`config.mk`:
```
export PLATFORM = sky130hd
export DESIGN_NAME = sprite_datapath
export DESIGN_NICKNAME = d
export VERILOG_FILES = /design/src/rtl/sprite_datapath.sv
export SDC_FILE = /design/constraint.sdc
export NUM_CORES = 1
export LEC_CHECK = 0
export BUFFER_PORTS_ARGS = -buffer_cell sky130_fd_sc_hd__buf_2
export CAP_MARGIN = 10
export CORE_ASPECT_RATIO = 1.4
export CORE_MARGIN = 3
export CORE_UTILIZATION = 48
export CTS_BUF_LIST = sky130_fd_sc_hd__clkbuf_2
export DETAILED_ROUTE_END_ITERATION = 8
export GPL_TIMING_DRIVEN = 0
export HOLD_SLACK_MARGIN = 0.02
export PLACE_DENSITY = 0.75
export SETUP_SLACK_MARGIN = 0.4
export SYNTH_ARGS = -nofsm -noshare
export SYNTH_HDL_FRONTEND = slang
export SYNTH_SLANG_ARGS = --single-unit
```
`constraint.sdc`:
```
create_clock -name clk -period 3.4 [get_ports clk]
set_clock_uncertainty 0.15 [all_clocks]
set_input_delay 0.51 -clock clk [delete_from_list [all_inputs] [get_ports clk]]
set_output_delay 0.51 -clock clk [all_outputs]
set_load 0.02 [all_outputs]
```
`src/rtl/sprite_datapath.sv`:
```
// Player sprite datapath: position, frame timer and NxN sprite scan.
// Optional goal detector enabled by defining GOAL_DETECT_EN.
module sprite_datapath #(
  parameter int XW = 8,
  parameter int YW = 8,
  parameter int CW = 3,
  parameter int X_INIT = 80,
  parameter int Y_INIT = 100,
  parameter int X_MAX = 159,
  parameter int Y_MAX = 119,
  parameter int SPRITE = 4,
  parameter int TICKS = 50_000_000,
  parameter logic [CW-1:0] FG_COLOR = 3'b100
`ifdef GOAL_DETECT_EN
  ,
  parameter int GOAL_X = 150,
  parameter int GOAL_Y = 0
`endif
) (
  input  logic          clk,
  input  logic          resetn,
  input  logic          ld_init,
  input  logic          move_en,
  input  logic [1:0]    dir,
  input  logic          timer_clr,
  input  logic          draw_start,
  input  logic          erase,
  output logic          tick,
  output logic          plot,
  output logic [XW-1:0] x_out,
  output logic [YW-1:0] y_out,
  output logic [CW-1:0] color_out,
  output logic          draw_busy,
  output logic          draw_done,
  output logic          goal_hit
);

  localparam int TW = $clog2(TICKS);
  localparam int OW = (SPRITE > 1) ? $clog2(SPRITE) : 1;
  localparam logic [TW-1:0] T_LAST = TW'(TICKS - 1);
  localparam logic [XW-1:0] X_LIM = XW'(X_MAX - SPRITE + 1);
  localparam logic [YW-1:0] Y_LIM = YW'(Y_MAX - SPRITE + 1);
  localparam logic [XW-1:0] X_RST = XW'(X_INIT);
  localparam logic [YW-1:0] Y_RST = YW'(Y_INIT);
  localparam logic [OW-1:0] O_LAST = OW'(SPRITE - 1);

  typedef enum logic [1:0] {
    IDLE,
    SCAN,
    DONE
  } state_t;

  logic [TW-1:0] tmr;
  logic [XW-1:0] pos_x;
  logic [YW-1:0] pos_y;

  state_t        state_q, state_d;
  logic [XW-1:0] bx_q, bx_d;
  logic [YW-1:0] by_q, by_d;
  logic [OW-1:0] ox_q, ox_d;
  logic [OW-1:0] oy_q, oy_d;
  logic [XW-1:0] x_d;
  logic [YW-1:0] y_d;
  logic [CW-1:0] c_d;
  logic          plot_d, done_d;

  always_ff @(posedge clk or negedge resetn) begin
    if (!resetn) begin
      tmr  <= '0;
      tick <= 1'b0;
    end else if (timer_clr) begin
      tmr  <= '0;
      tick <= 1'b0;
    end else if (tmr == T_LAST) begin
      tmr  <= '0;
      tick <= 1'b1;
    end else begin
      tmr  <= tmr + 1'b1;
      tick <= 1'b0;
    end
  end

  logic up, dn, lt, rt;
  assign up = (dir == 2'd0);
  assign dn = (dir == 2'd1);
  assign lt = (dir == 2'd2);
  assign rt = (dir == 2'd3);

  always_ff @(posedge clk or negedge resetn) begin
    if (!resetn) begin
      pos_x <= X_RST;
      pos_y <= Y_RST;
    end else if (ld_init) begin
      pos_x <= X_RST;
      pos_y <= Y_RST;
    end else if (move_en && !draw_busy) begin
      // Out-of-range moves leave the position unchanged
      unique case (1'b1)
        up: if (pos_y != '0) pos_y <= pos_y - 1'b1;
        dn: if (pos_y < Y_LIM) pos_y <= pos_y + 1'b1;
        lt: if (pos_x != '0) pos_x <= pos_x - 1'b1;
        rt: if (pos_x < X_LIM) pos_x <= pos_x + 1'b1;
      endcase
    end
  end

  always_ff @(posedge clk or negedge resetn) begin
    if (!resetn) begin
      state_q   <= IDLE;
      bx_q      <= '0;
      by_q      <= '0;
      ox_q      <= '0;
      oy_q      <= '0;
      x_out     <= '0;
      y_out     <= '0;
      color_out <= '0;
      plot      <= 1'b0;
      draw_done <= 1'b0;
    end else begin
      state_q   <= state_d;
      bx_q      <= bx_d;
      by_q      <= by_d;
      ox_q      <= ox_d;
      oy_q      <= oy_d;
      x_out     <= x_d;
      y_out     <= y_d;
      color_out <= c_d;
      plot      <= plot_d;
      draw_done <= done_d;
    end
  end

  always_comb begin
    state_d = state_q;
    bx_d    = bx_q;
    by_d    = by_q;
    ox_d    = ox_q;
    oy_d    = oy_q;
    x_d     = x_out;
    y_d     = y_out;
    c_d     = color_out;
    plot_d  = 1'b0;
    done_d  = 1'b0;
    unique case (state_q)
      IDLE: begin
        if (draw_start) begin
          state_d = SCAN;
          bx_d    = pos_x;
          by_d    = pos_y;
          ox_d    = '0;
          oy_d    = '0;
          x_d     = pos_x;
          y_d     = pos_y;
          c_d     = erase ? '0 : FG_COLOR;
          plot_d  = 1'b1;
        end
      end
      SCAN: begin
        if (ox_q == O_LAST && oy_q == O_LAST) begin
          state_d = DONE;
          done_d  = 1'b1;
        end else begin
          if (ox_q == O_LAST) begin
            ox_d = '0;
            oy_d = oy_q + 1'b1;
          end else begin
            ox_d = ox_q + 1'b1;
          end
          x_d    = bx_q + XW'(ox_d);
          y_d    = by_q + YW'(oy_d);
          plot_d = 1'b1;
        end
      end
      DONE: state_d = IDLE;
      default: state_d = IDLE;
    endcase
  end

  assign draw_busy = (state_q != IDLE);

`ifdef GOAL_DETECT_EN
  localparam logic [XW-1:0] GX = XW'(GOAL_X);
  localparam logic [YW-1:0] GY = YW'(GOAL_Y);

  always_ff @(posedge clk or negedge resetn) begin
    if (!resetn) begin
      goal_hit <= 1'b0;
    end else if (ld_init) begin
      goal_hit <= 1'b0;
    end else if (pos_x == GX && pos_y == GY) begin
      goal_hit <= 1'b1;
    end
  end
`else
  assign goal_hit = 1'b0;
`endif

endmodule

```
==> results of run 1 <==
## path summary, 6_finish.rpt
| kind | from | end | slack [ps] | cells past startpoint |
|---|---|---|---|---|
| setup / recovery | pos_x[1]$_DFFE_PN0P_ | pos_x[4]$_DFFE_PN1P_ | 880 | 9 |
| hold reg to reg | y_out[7]$_DFFE_PN0P_ | y_out[7]$_DFFE_PN0P_ | 360 | 2 |
| min in group asynchronous | resetn | tmr[11]$_DFF_PN0_ | 300 | 2 |
| max in group asynchronous | resetn | pos_x[4]$_DFFE_PN1P_ | 2130 | 3 |
| hold / removal | ld_init | pos_y[2]$_DFFE_PN1P_ | 210 | 3 |
| setup reg to reg | pos_x[1]$_DFFE_PN0P_ | pos_x[4]$_DFFE_PN1P_ | 880 | 9 |
## flip-flops by register name, indices dropped and copies added (netlist names)
signal	flops
bx_q	8
by_q	8
color_out	1
draw_done	1
ox_q	2
oy_q	2
plot	1
pos_x	8
pos_y	8
state_q	2
tick	1
tmr	26
x_out	8
y_out	8
## report_power, final
| group | internal [W] | switching (W) |
|---|---|---|
| logic | 0.000425 | 0.000600 |
| clock network | 0.000314 | 0.000340 |
| registers | 0.00119 | 0.000168 |
| total | 0.00193 | 0.00111 |
## metrics by stage
step / hold WS (ps) / std cells / area (µm²) / util (%) / power (W)
6_report: 210.5 / 674 / 5286 / 55.27 / 0.003035
5_1_grt: 221.0 / 674 / 5286 / 55.27 / 0.003242
4_1_cts: 163.2 / 674 / 5286 / 55.27 / 0.003056
3_5_place_dp: 316.1 / 655 / 5104 / 53.36 / 0.002409
3_3_place_gp: 312.1 / 654 / 5081 / 53.13 / 0.002345
2_1_floorplan: 64.41 / 494 / 4776 / - / 0.002085
## synthesized netlist by cell type, types with 2 or more instances
library cell	instances
dfrtp_1	79
nand2_1	52
nor2_1	51
nand3_1	27
xnor2_1	24
xor2_1	22
o21ai_0	21
ha_1	19
a21oi_1	17
mux2_2	16
mux2i_1	13
clkbuf_1	12
inv_1	10
and3_1	9
nor3_1	9
nand4_1	8
o211ai_1	7
nor4_1	6
o21ai_1	6
a31oi_1	5
dfstp_2	5
o21a_1	5
and2_1	4
buf_2	4
buf_4	4
nand2b_1	4
nand4b_1	4
or3_1	4
nor2b_1	3
a211oi_1	2
a22oi_1	2
and3b_1	2
fa_1	2
inv_2	2
o21bai_1	2
o31ai_1	2
## routing by layer
layer | wire length, µm | global-route usage (%)
met3 | 310 | 2.236
met1 | 4078 | 20.64
met2 | 5421 | 37.03
met5 | 0 | 0
met4 | 438 | 11.97
## worst min-delay path, delay by kind of cell
family                 cells  cell delay, ps
buffers and inverters      2             280
AND/OR/NAND/NOR            1             100
## area by class of cell
type | instances | area [µm²] | area share [%]
buffer | 22 | 110.1 | 2.083
clock buffer | 10 | 50.05 | 0.9467
clock inverter | 6 | 102.6 | 1.941
inverter | 12 | 45.04 | 0.8521
multi-input combinational | 376 | 2512 | 47.53
sequential | 84 | 2108 | 39.88
tap | 132 | 165.2 | 3.124
timing repair buffer | 32 | 192.7 | 3.645
## cell families (layout without fill, tap and decap cells)
family | after synthesis | after routing | synth area share (%)
compound gates | 81 | 81 | 10.92
xor+xnor | 46 | 46 | 8.449
fa+ha+maj | 22 | 22 | 6.035
buf+inv | 34 | 82 | 3.254
flops | 84 | 84 | 44.21
mux | 30 | 30 | 6.822
other cells | 1 | 3 | 0.07864
simple gates | 194 | 194 | 20.23
## repair_timing
item	in CTS	in global routing
setup buffers	0	0
hold buffers	3	0
endpoints found under the hold margin	44	0
==> flow_metrics.env, run 1 <==
export IMPL_status="finished clean"
export IMPL_core_area_um2=9564
export IMPL_grt_max_degree=44
export IMPL_crit_chain="clkbuf_1, a21boi_1, nor2_1, ha_1, or3_1, o22ai_1, xnor2_1, or3_1, nand3_1"
export IMPL_critPathArrivalTime_ps=2870
export IMPL_num_rows=42
export IMPL_rsz0062_at_grt="false"
export IMPL_hp_class="primary input to flip-flop"
export IMPL_critPathMaxStageDelay_ps=360
export IMPL_cpMostUsedCell="or3_1"
export IMPL_setup_slack_ps=880.6
export IMPL_gp_congestion=0.9060
export IMPL_dp_hpwl_mm=7.786
export IMPL_via_count=3724
export IMPL_fp_dieH_um=123.9
export IMPL_clock_latency_ps=540
export IMPL_cp_max_fo=8
export IMPL_crit_required_ps=3750
export IMPL_drt_first_pass_iters=4
export IMPL_htreeDepth=3
export IMPL_ys_seq_area_share_pct=44.21
export IMPL_yosys_warnings=0
export IMPL_diodes=0
export IMPL_slew_headroom_pct=52.32
export IMPL_cts_sinks=84
export IMPL_die_area_um2=11180
export IMPL_drt_iter0_markers=143
export IMPL_syn_instance_count=492
export IMPL_grt_pass1_wl_mm=17.48
export IMPL_ir_drop_mv=0.2076
export IMPL_synth_area_um2=4768
export IMPL_drc=0
export IMPL_io_pins=33
export IMPL_initial_utilization_pct=49.86
export IMPL_cts_root_buf="clkbuf_2"
export IMPL_crit_slowest_cell="dfrtp_1"
export IMPL_cts_buffers=9
export IMPL_drive_gt1_share_pct=15.68
export IMPL_cts_resized=0
export IMPL_grt_ovfl_total=0
export IMPL_wl_per_cell_um=15.21
export IMPL_synth_ff_type="dfrtp_1"
export IMPL_clk_pin_slew_ps=220
export IMPL_async_flop_share_pct=100.0
export IMPL_fin_tns_setup_ps=0
export IMPL_power_density_nw_per_um2=574.1
export IMPL_crit_family="simple AND/OR/NAND/NOR gates"
export IMPL_finalHoldViolCount=0
export IMPL_routed_wirelength_mm=10.25
export IMPL_antenna_found_initial=0
export IMPL_fillers=899
export IMPL_io_buffers=28
export IMPL_yosys_area_top_type="dfrtp_1"
export IMPL_timing_fmax_ghz=0.3969
export IMPL_viasPerCell=5.525
export IMPL_period_share_pct=74.10
export IMPL_finalNetCount=567
export IMPL_synth_top_cell_area_share_pct=41.46
export IMPL_max_cap_violations=0
export IMPL_worst_setup_path_end_kind="flip-flop"
export IMPL_synth_avg_cell_area_um2=9.692
export IMPL_period_minus_slack_ps=2519
export IMPL_yosys_top_cells_area="dfrtp_1 41%, ha_1 5.0%, xnor2_1 4.4%"
export IMPL_cts_tree="done"
export IMPL_leakagePower_nw=2.363
export IMPL_worstMarginPinSlew_ps=708.6
export IMPL_synth_edff_count=0
export IMPL_die_x_um=90.24
export IMPL_syn_to_final_growth_pct=10.86
export IMPL_maxSlewViolCount=0
export IMPL_critical_path_class="flip-flop to flip-flop"
export IMPL_startpoint_type="flip-flop"
export IMPL_final_common_cell="dfrtp_1"
export IMPL_grt_use_total_pct=19.47
export IMPL_finalSetupViolCount=0
export IMPL_ys_ff_latch=84
export IMPL_grt_pass1_vias=3872
export IMPL_pre_cts_ws_ps=531.0
export IMPL_final_cell_mix="79 x dfrtp_1, 52 x nand2_1, 51 x nor2_1, 31 x buf_2, 27 x nand3_1"
export IMPL_drtAntennaViolNets=0
export IMPL_cts_max_path_buffers=2
export IMPL_critPathBufInv=1
export IMPL_synth_cell_types=64
No activity file was read; power rests on OpenSTA's default activity.
==> run 2, diff against run 1 <==
Clock period 3.4 ns to 2.6 ns, I/O delays scaled along.
==> flow_metrics.env, run 2 (same netlist as run 1, synthesis figures left out) <==
export IMPL_crit_chain="buf_4, nor2_4, ha_4, inv_2, fa_2, and3b_2, nand3_2, xnor2_1, mux2i_1, o21ai_1"
export IMPL_startpoint_type="flip-flop"
export IMPL_clk_pin_slew_ps=210
export IMPL_maxSlewViolCount=0
export IMPL_critPathBufInv=2
export IMPL_status="finished clean"
export IMPL_clock_latency_ps=550
export IMPL_drc=0
export IMPL_die_x_um=90.24
export IMPL_grt_use_total_pct=18.84
export IMPL_finalNetCount=586
export IMPL_r2r_end="x_out[6]$_DFFE_PN0P_"
export IMPL_ir_drop_mv=0.3101
export IMPL_grt_max_degree=73
export IMPL_final_util_pct=59.14
export IMPL_antenna_found_initial=1
export IMPL_finalSetupViolCount=0
export IMPL_cts_max_path_buffers=2
export IMPL_cts_root_buf="clkbuf_2"
export IMPL_grt_pass1_wl_mm=16.91
export IMPL_final_cell_mix="77 x dfrtp_1, 49 x nor2_1, 47 x nand2_1, 28 x buf_2, 26 x nand3_1"
export IMPL_crit_slowest_cell="dfrtp_2"
export IMPL_rsz0062_at_grt="true"
export IMPL_syn_to_final_growth_pct=18.63
export IMPL_fin_tns_setup_ps=0
export IMPL_dp_hpwl_mm=7.523
export IMPL_whs_path_depth=4
export IMPL_cts_tree="done"
export IMPL_layout_cells_non_filler=694
export IMPL_io_pins=33
export IMPL_io_buffers=28
export IMPL_critical_path_class="flip-flop to flip-flop"
export IMPL_leakagePower_nw=2.535
export IMPL_final_common_cell="dfrtp_1"
export IMPL_fillers=834
export IMPL_finalHoldViolCount=0
export IMPL_initial_utilization_pct=49.86
export IMPL_num_rows=42
export IMPL_hp_start="ld_init"
export IMPL_period_share_pct=87.42
export IMPL_timing_fmax_ghz=0.4399
export IMPL_gp_congestion=0.8873
export IMPL_critPathMaxStageDelay_ps=490
export IMPL_worst_setup_path_end_kind="flip-flop"
export IMPL_drtAntennaViolNets=0
export IMPL_cp_max_fo=3
export IMPL_grt_ovfl_total=0
export IMPL_via_count=3818
export IMPL_htreeDepth=3
export IMPL_drt_iter0_markers=124
export IMPL_viasPerCell=5.501
export IMPL_wl_per_cell_um=15.26
export IMPL_critPathArrivalTime_ps=2560
export IMPL_fp_dieH_um=123.9
export IMPL_crit_required_ps=2880
export IMPL_crit_family="flip-flops"
export IMPL_die_area_um2=11180
export IMPL_max_cap_violations=0
export IMPL_reg2reg_slack_ps=330
export IMPL_r2r_start="ox_q[0]$_DFFE_PN0P_"
export IMPL_period_minus_slack_ps=2273
export IMPL_grt_pass1_vias=3793
export IMPL_core_area_um2=9564
export IMPL_place_inst=655
export IMPL_drt_first_pass_iters=4
export IMPL_worstRegToRegCells=10
export IMPL_cts_sinks=84
export IMPL_hold_path_end="pos_x[7]$_DFFE_PN0P_"
export IMPL_hp_class="primary input to flip-flop"
export IMPL_top_register="tmr"
export IMPL_power_density_nw_per_um2=723.4
export IMPL_finalPower_w=0.004092
export IMPL_drive_gt1_share_pct=26.02
export IMPL_cts_buffers=9
export IMPL_largest_reg_flops=26
export IMPL_routed_wirelength_mm=10.59
export IMPL_worstMarginPinSlew_ps=586.3
export IMPL_slew_headroom_pct=60.92
run 2: timing repair:
item,CTS,global route
endpoints found under the hold margin,82,0
setup endpoints to repair,31,59
hold buffers,4,0
buffers inserted,3,15
resized for setup,13,42
pin swaps,2,11
gates cloned,0,0
run 2: power breakdown:
part | switching, W | total [W] | internal, W | leakage [nW]
Sequential | 0.000231 | 0.00179 | 0.00156 | 1.08
Clock | 0.000430 | 0.000754 | 0.000324 | 0.0836
Combinational | 0.000867 | 0.00155 | 0.000683 | 1.37
Total | 0.00153 | 0.00409 | 0.00256 | 2.53
run 2: worst register-to-register path, stage by stage (launching register included):
cell and delay (ps):
dfrtp_2 490, buf_4 160, nor2_4 130, ha_4 150, inv_2 40, fa_2 330, and3b_2 270, nand3_2 80
xnor2_1 130, mux2i_1 160, o21ai_1 80
run 2: area by class of cell:
cell class | count | area, µm² | area share, %
clock buffers | 11 | 55.05 | 0.9732
multi-input cells | 376 | 2713 | 47.95
plain buffers | 22 | 140.1 | 2.477
inverters | 12 | 47.55 | 0.8405
repair buffers | 51 | 345.3 | 6.105
flip-flops and latches | 84 | 2111 | 37.31
well taps | 132 | 165.2 | 2.920
diodes | 1 | 2.502 | 0.04424
clock inverters | 5 | 77.57 | 1.371
run 2: worst max path at each step:
stage,start,end,depth (start not counted)
floorplan,dir[0],pos_x[4]$_DFFE_PN1P_,11
global placement,dir[1],pos_x[4]$_DFFE_PN1P_,11
detailed placement,dir[1],pos_x[4]$_DFFE_PN1P_,11
CTS,ox_q[0]$_DFFE_PN0P_,x_out[6]$_DFFE_PN0P_,10
global route,ox_q[1]$_DFFE_PN0P_,x_out[6]$_DFFE_PN0P_,10
finish,ox_q[0]$_DFFE_PN0P_,x_out[6]$_DFFE_PN0P_,10
run 2: layer usage:
layer	part of all wire, %	up-vias	routed length [µm]	global-route usage, %
met2	56	64	5947	36.47
li1	-	1867	-	-
met1	39	1866	4130	19.87
met4	2.5	0	267	11.40
met3	2.3	21	247	1.631
met5	0	-	0	0
run 2: through the flow:
stage / instance area, µm² / setup slack (ps) / hold slack (ps)
after detailed placement: 5157 / 173.0 / 102.5
after global routing: 5657 / 226.7 / 75.50
final: 5657 / 327.0 / 101.5
after CTS: 5395 / 321.2 / 32.64
after floorplan: 4822 / 409.0 / -55.59
after global placement: 5127 / 195.1 / 310.6
==> run 3, diff against run 2 <==
Settings changed: ABC_AREA set to 1, GPL_TIMING_DRIVEN 0 to not set, PLACE_DENSITY 0.75 to 0.74.
==> flow_metrics.env, run 3 <==
export IMPL_status="finished clean"
export IMPL_ys_seq_area_share_pct=40.78
export IMPL_yosys_area_top_type="dfrtp_1"
export IMPL_gp_congestion=0.9020
export IMPL_cts_root_buf="clkbuf_2"
export IMPL_yosysMostFrequentCell="nand2_1"
export IMPL_via_count=4673
export IMPL_synthTopCellsByCount="167 x nand2_1, 84 x inv_1, 79 x dfrtp_1"
export IMPL_antenna_found_initial=1
export IMPL_grt_use_total_pct=22.57
export IMPL_switching_share_pct=42.92
export IMPL_hp_class="primary input to flip-flop"
export IMPL_critical_path_class="flip-flop to flip-flop"
export IMPL_worstRegToRegCells=12
export IMPL_internal_power_w=0.002406
export IMPL_clk_pin_slew_ps=210
export IMPL_dp_hpwl_mm=9.932
export IMPL_syn_to_final_growth_pct=10.29
export IMPL_final_util_pct=54.51
export IMPL_yosys_warnings=0
export IMPL_cts_sinks=84
export IMPL_cts_max_path_buffers=2
export IMPL_die_area_um2=12070
export IMPL_cts_buffers=9
export IMPL_critPathMaxStageDelay_ps=460
export IMPL_crit_required_ps=2890
export IMPL_die_x_um=93.71
export IMPL_ir_drop_mv=0.3692
export IMPL_grt_max_degree=37
export IMPL_period_minus_slack_ps=2232
export IMPL_hp_start="ld_init"
export IMPL_rsz0062_at_grt="true"
export IMPL_reg2reg_slack_ps=370
export IMPL_routed_wirelength_mm=13.00
export IMPL_drt_iter0_markers=295
export IMPL_r2r_end="x_out[6]$_DFFE_PN0P_"
export IMPL_final_cell_mix="165 x nand2_1, 83 x inv_1, 79 x dfrtp_1, 69 x nor2_1, 60 x nand3_1"
export IMPL_largest_reg_flops=26
export IMPL_fp_dieH_um=128.8
export IMPL_grt_ovfl_total=0
export IMPL_crit_slowest_cell="dfrtp_1"
export IMPL_drt_first_pass_iters=5
export IMPL_initial_utilization_pct=49.43
export IMPL_ys_ff_latch=84
export IMPL_maxSlewViolCount=0
export IMPL_p_clk_share_pct=13.3
export IMPL_period_share_pct=85.83
export IMPL_io_pins=33
export IMPL_synth_area_um2=5170
export IMPL_critPathArrivalTime_ps=2530
export IMPL_combPwrFrac_pct=43.3
export IMPL_power_switching_w=0.001809
export IMPL_finalSetupViolCount=0
export IMPL_synth_avg_cell_area_um2=7.525
export IMPL_final_common_cell="nand2_1"
export IMPL_power_density_nw_per_um2=739.2
export IMPL_viasPerCell=5.359
export IMPL_drtAntennaViolNets=0
export IMPL_seqPwrFrac_pct=43.4
export IMPL_synth_edff_count=0
export IMPL_grt_pass1_vias=4687
export IMPL_top_register="tmr"
export IMPL_whs_path_depth=4
export IMPL_synth_top_cell_area_share_pct=38.24
export IMPL_num_rows=44
export IMPL_placed_cell_area_um2=5484
export IMPL_finalNetCount=758
export IMPL_clock_latency_ps=530
export IMPL_async_flop_share_pct=100.0
export IMPL_drive_gt1_share_pct=16.23
export IMPL_drc=0
export IMPL_finalHoldViolCount=0
export IMPL_startpoint_type="flip-flop"
export IMPL_synth_cell_types=48
export IMPL_htreeDepth=3
export IMPL_worst_setup_path_end_kind="flip-flop"
export IMPL_final_cell_area_um2=5702
export IMPL_yosys_top_cells_area="dfrtp_1 38%, nand2_1 12%, inv_1 6.1%"
export IMPL_wl_per_cell_um=14.91
export IMPL_synth_ff_type="dfrtp_1"
export IMPL_crit_chain="ha_2, nor2_4, ha_4, inv_1, fa_2, inv_2, nand3_2, nor2_2, nand2_2, xnor2_2, o21ai_1, nand2_1"
export IMPL_cts_tree="done"
export IMPL_core_area_um2=10460
export IMPL_fin_tns_setup_ps=0
export IMPL_leakagePower_nw=2.733
export IMPL_cp_max_fo=3
export IMPL_syn_instance_count=687
export IMPL_hold_path_end="pos_x[3]$_DFFE_PN0P_"
export IMPL_r2r_start="ox_q[0]$_DFFE_PN0P_"
export IMPL_timing_fmax_ghz=0.4481
export IMPL_grt_pass1_wl_mm=21.67
export IMPL_max_cap_violations=0
export IMPL_io_buffers=29
-- run 3: critical path, delay by kind of cell (launching register included) --
kind / cells / cell delay, ps
compound gates: 1 / 140
xor+xnor: 1 / 140
fa+ha+maj: 3 / 700
buf+inv: 2 / 110
flops: 1 / 460
simple gates: 5 / 440
-- run 3: timing repair --
item                                    4_1_cts  5_1_grt
gates resized for setup                       8       15
endpoints found under the hold margin        55        0
setup buffers                                 3        1
hold buffers                                  3        0
endpoints found under the setup margin        9        9
pin swaps                                     4        4
-- run 3: logic make-up after synthesis --
| logic type | Yosys count | share of synthesized area [%] |
|---|---|---|
| fa+ha+maj | 21 | 5.373 |
| buf+inv | 106 | 8.204 |
| simple gates | 374 | 33.03 |
| compound gates | 81 | 9.100 |
| xor+xnor | 19 | 3.219 |
| other cells | 1 | 0.07253 |
| flops | 84 | 40.78 |
| mux | 1 | 0.2178 |
-- run 3: layer usage --
metal	vias to the layer above	track usage [%]	wire, µm	part of all wire, %
li1	2297	-	-	-
met1	2193	24.87	5036	39
met2	137	41.36	6790	52
met3	46	3.216	583	4.5
met4	0	11.90	592	4.6
met5	-	0	0	0
-- run 3: through the flow --
stage | hold slack, ps | power [W] | cells | setup slack [ps]
4_1_cts | 77.15 | 0.004170 | 870 | 345.5
3_3_place_gp | 231.1 | 0.003473 | 848 | 309.2
6_report | 96.41 | 0.004215 | 872 | 368.3
2_1_floorplan | -55.59 | 0.003015 | 689 | 417.3
5_1_grt | 80.77 | 0.004557 | 872 | 206.2
3_5_place_dp | 239.6 | 0.003552 | 848 | 215.3
-- run 3: worst max path at each step --
stage / start / end / slack [ps] / depth (start not counted)
after global routing: ox_q[0]$_DFFE_PN0P_ / x_out[6]$_DFFE_PN0P_ / 210 / 12
after floorplan: ox_q[0]$_DFFE_PN0P_ / x_out[6]$_DFFE_PN0P_ / 420 / 12
after global placement: ox_q[0]$_DFFE_PN0P_ / x_out[6]$_DFFE_PN0P_ / 310 / 12
final: ox_q[0]$_DFFE_PN0P_ / x_out[6]$_DFFE_PN0P_ / 370 / 12
after detailed placement: ox_q[0]$_DFFE_PN0P_ / x_out[6]$_DFFE_PN0P_ / 220 / 12
after CTS: ox_q[1]$_DFFE_PN0P_ / x_out[6]$_DFFE_PN0P_ / 350 / 12
-- run 3: power by group through the flow --
stage	logic, W	clock network, W	registers [W]
after global placement	0.00165	0	0.00183
final	0.00182	0.000561	0.00183
after CTS	0.00177	0.000578	0.00182
after floorplan	0.00108	0	0.00194
after global routing	0.00206	0.000630	0.00186
after detailed placement	0.00170	0	0.00185
-- run 3: cell type report --
type,instances,area (µm²)
Fill cell,1032,4758
Multi-Input combinational cell,499,2721
Sequential cell,84,2108
Inverter,91,345.3
Timing Repair Buffer,43,272.8
Tap cell,138,172.7
Clock buffer,13,65.06
Clock inverter,3,13.76
Antenna cell,1,2.502
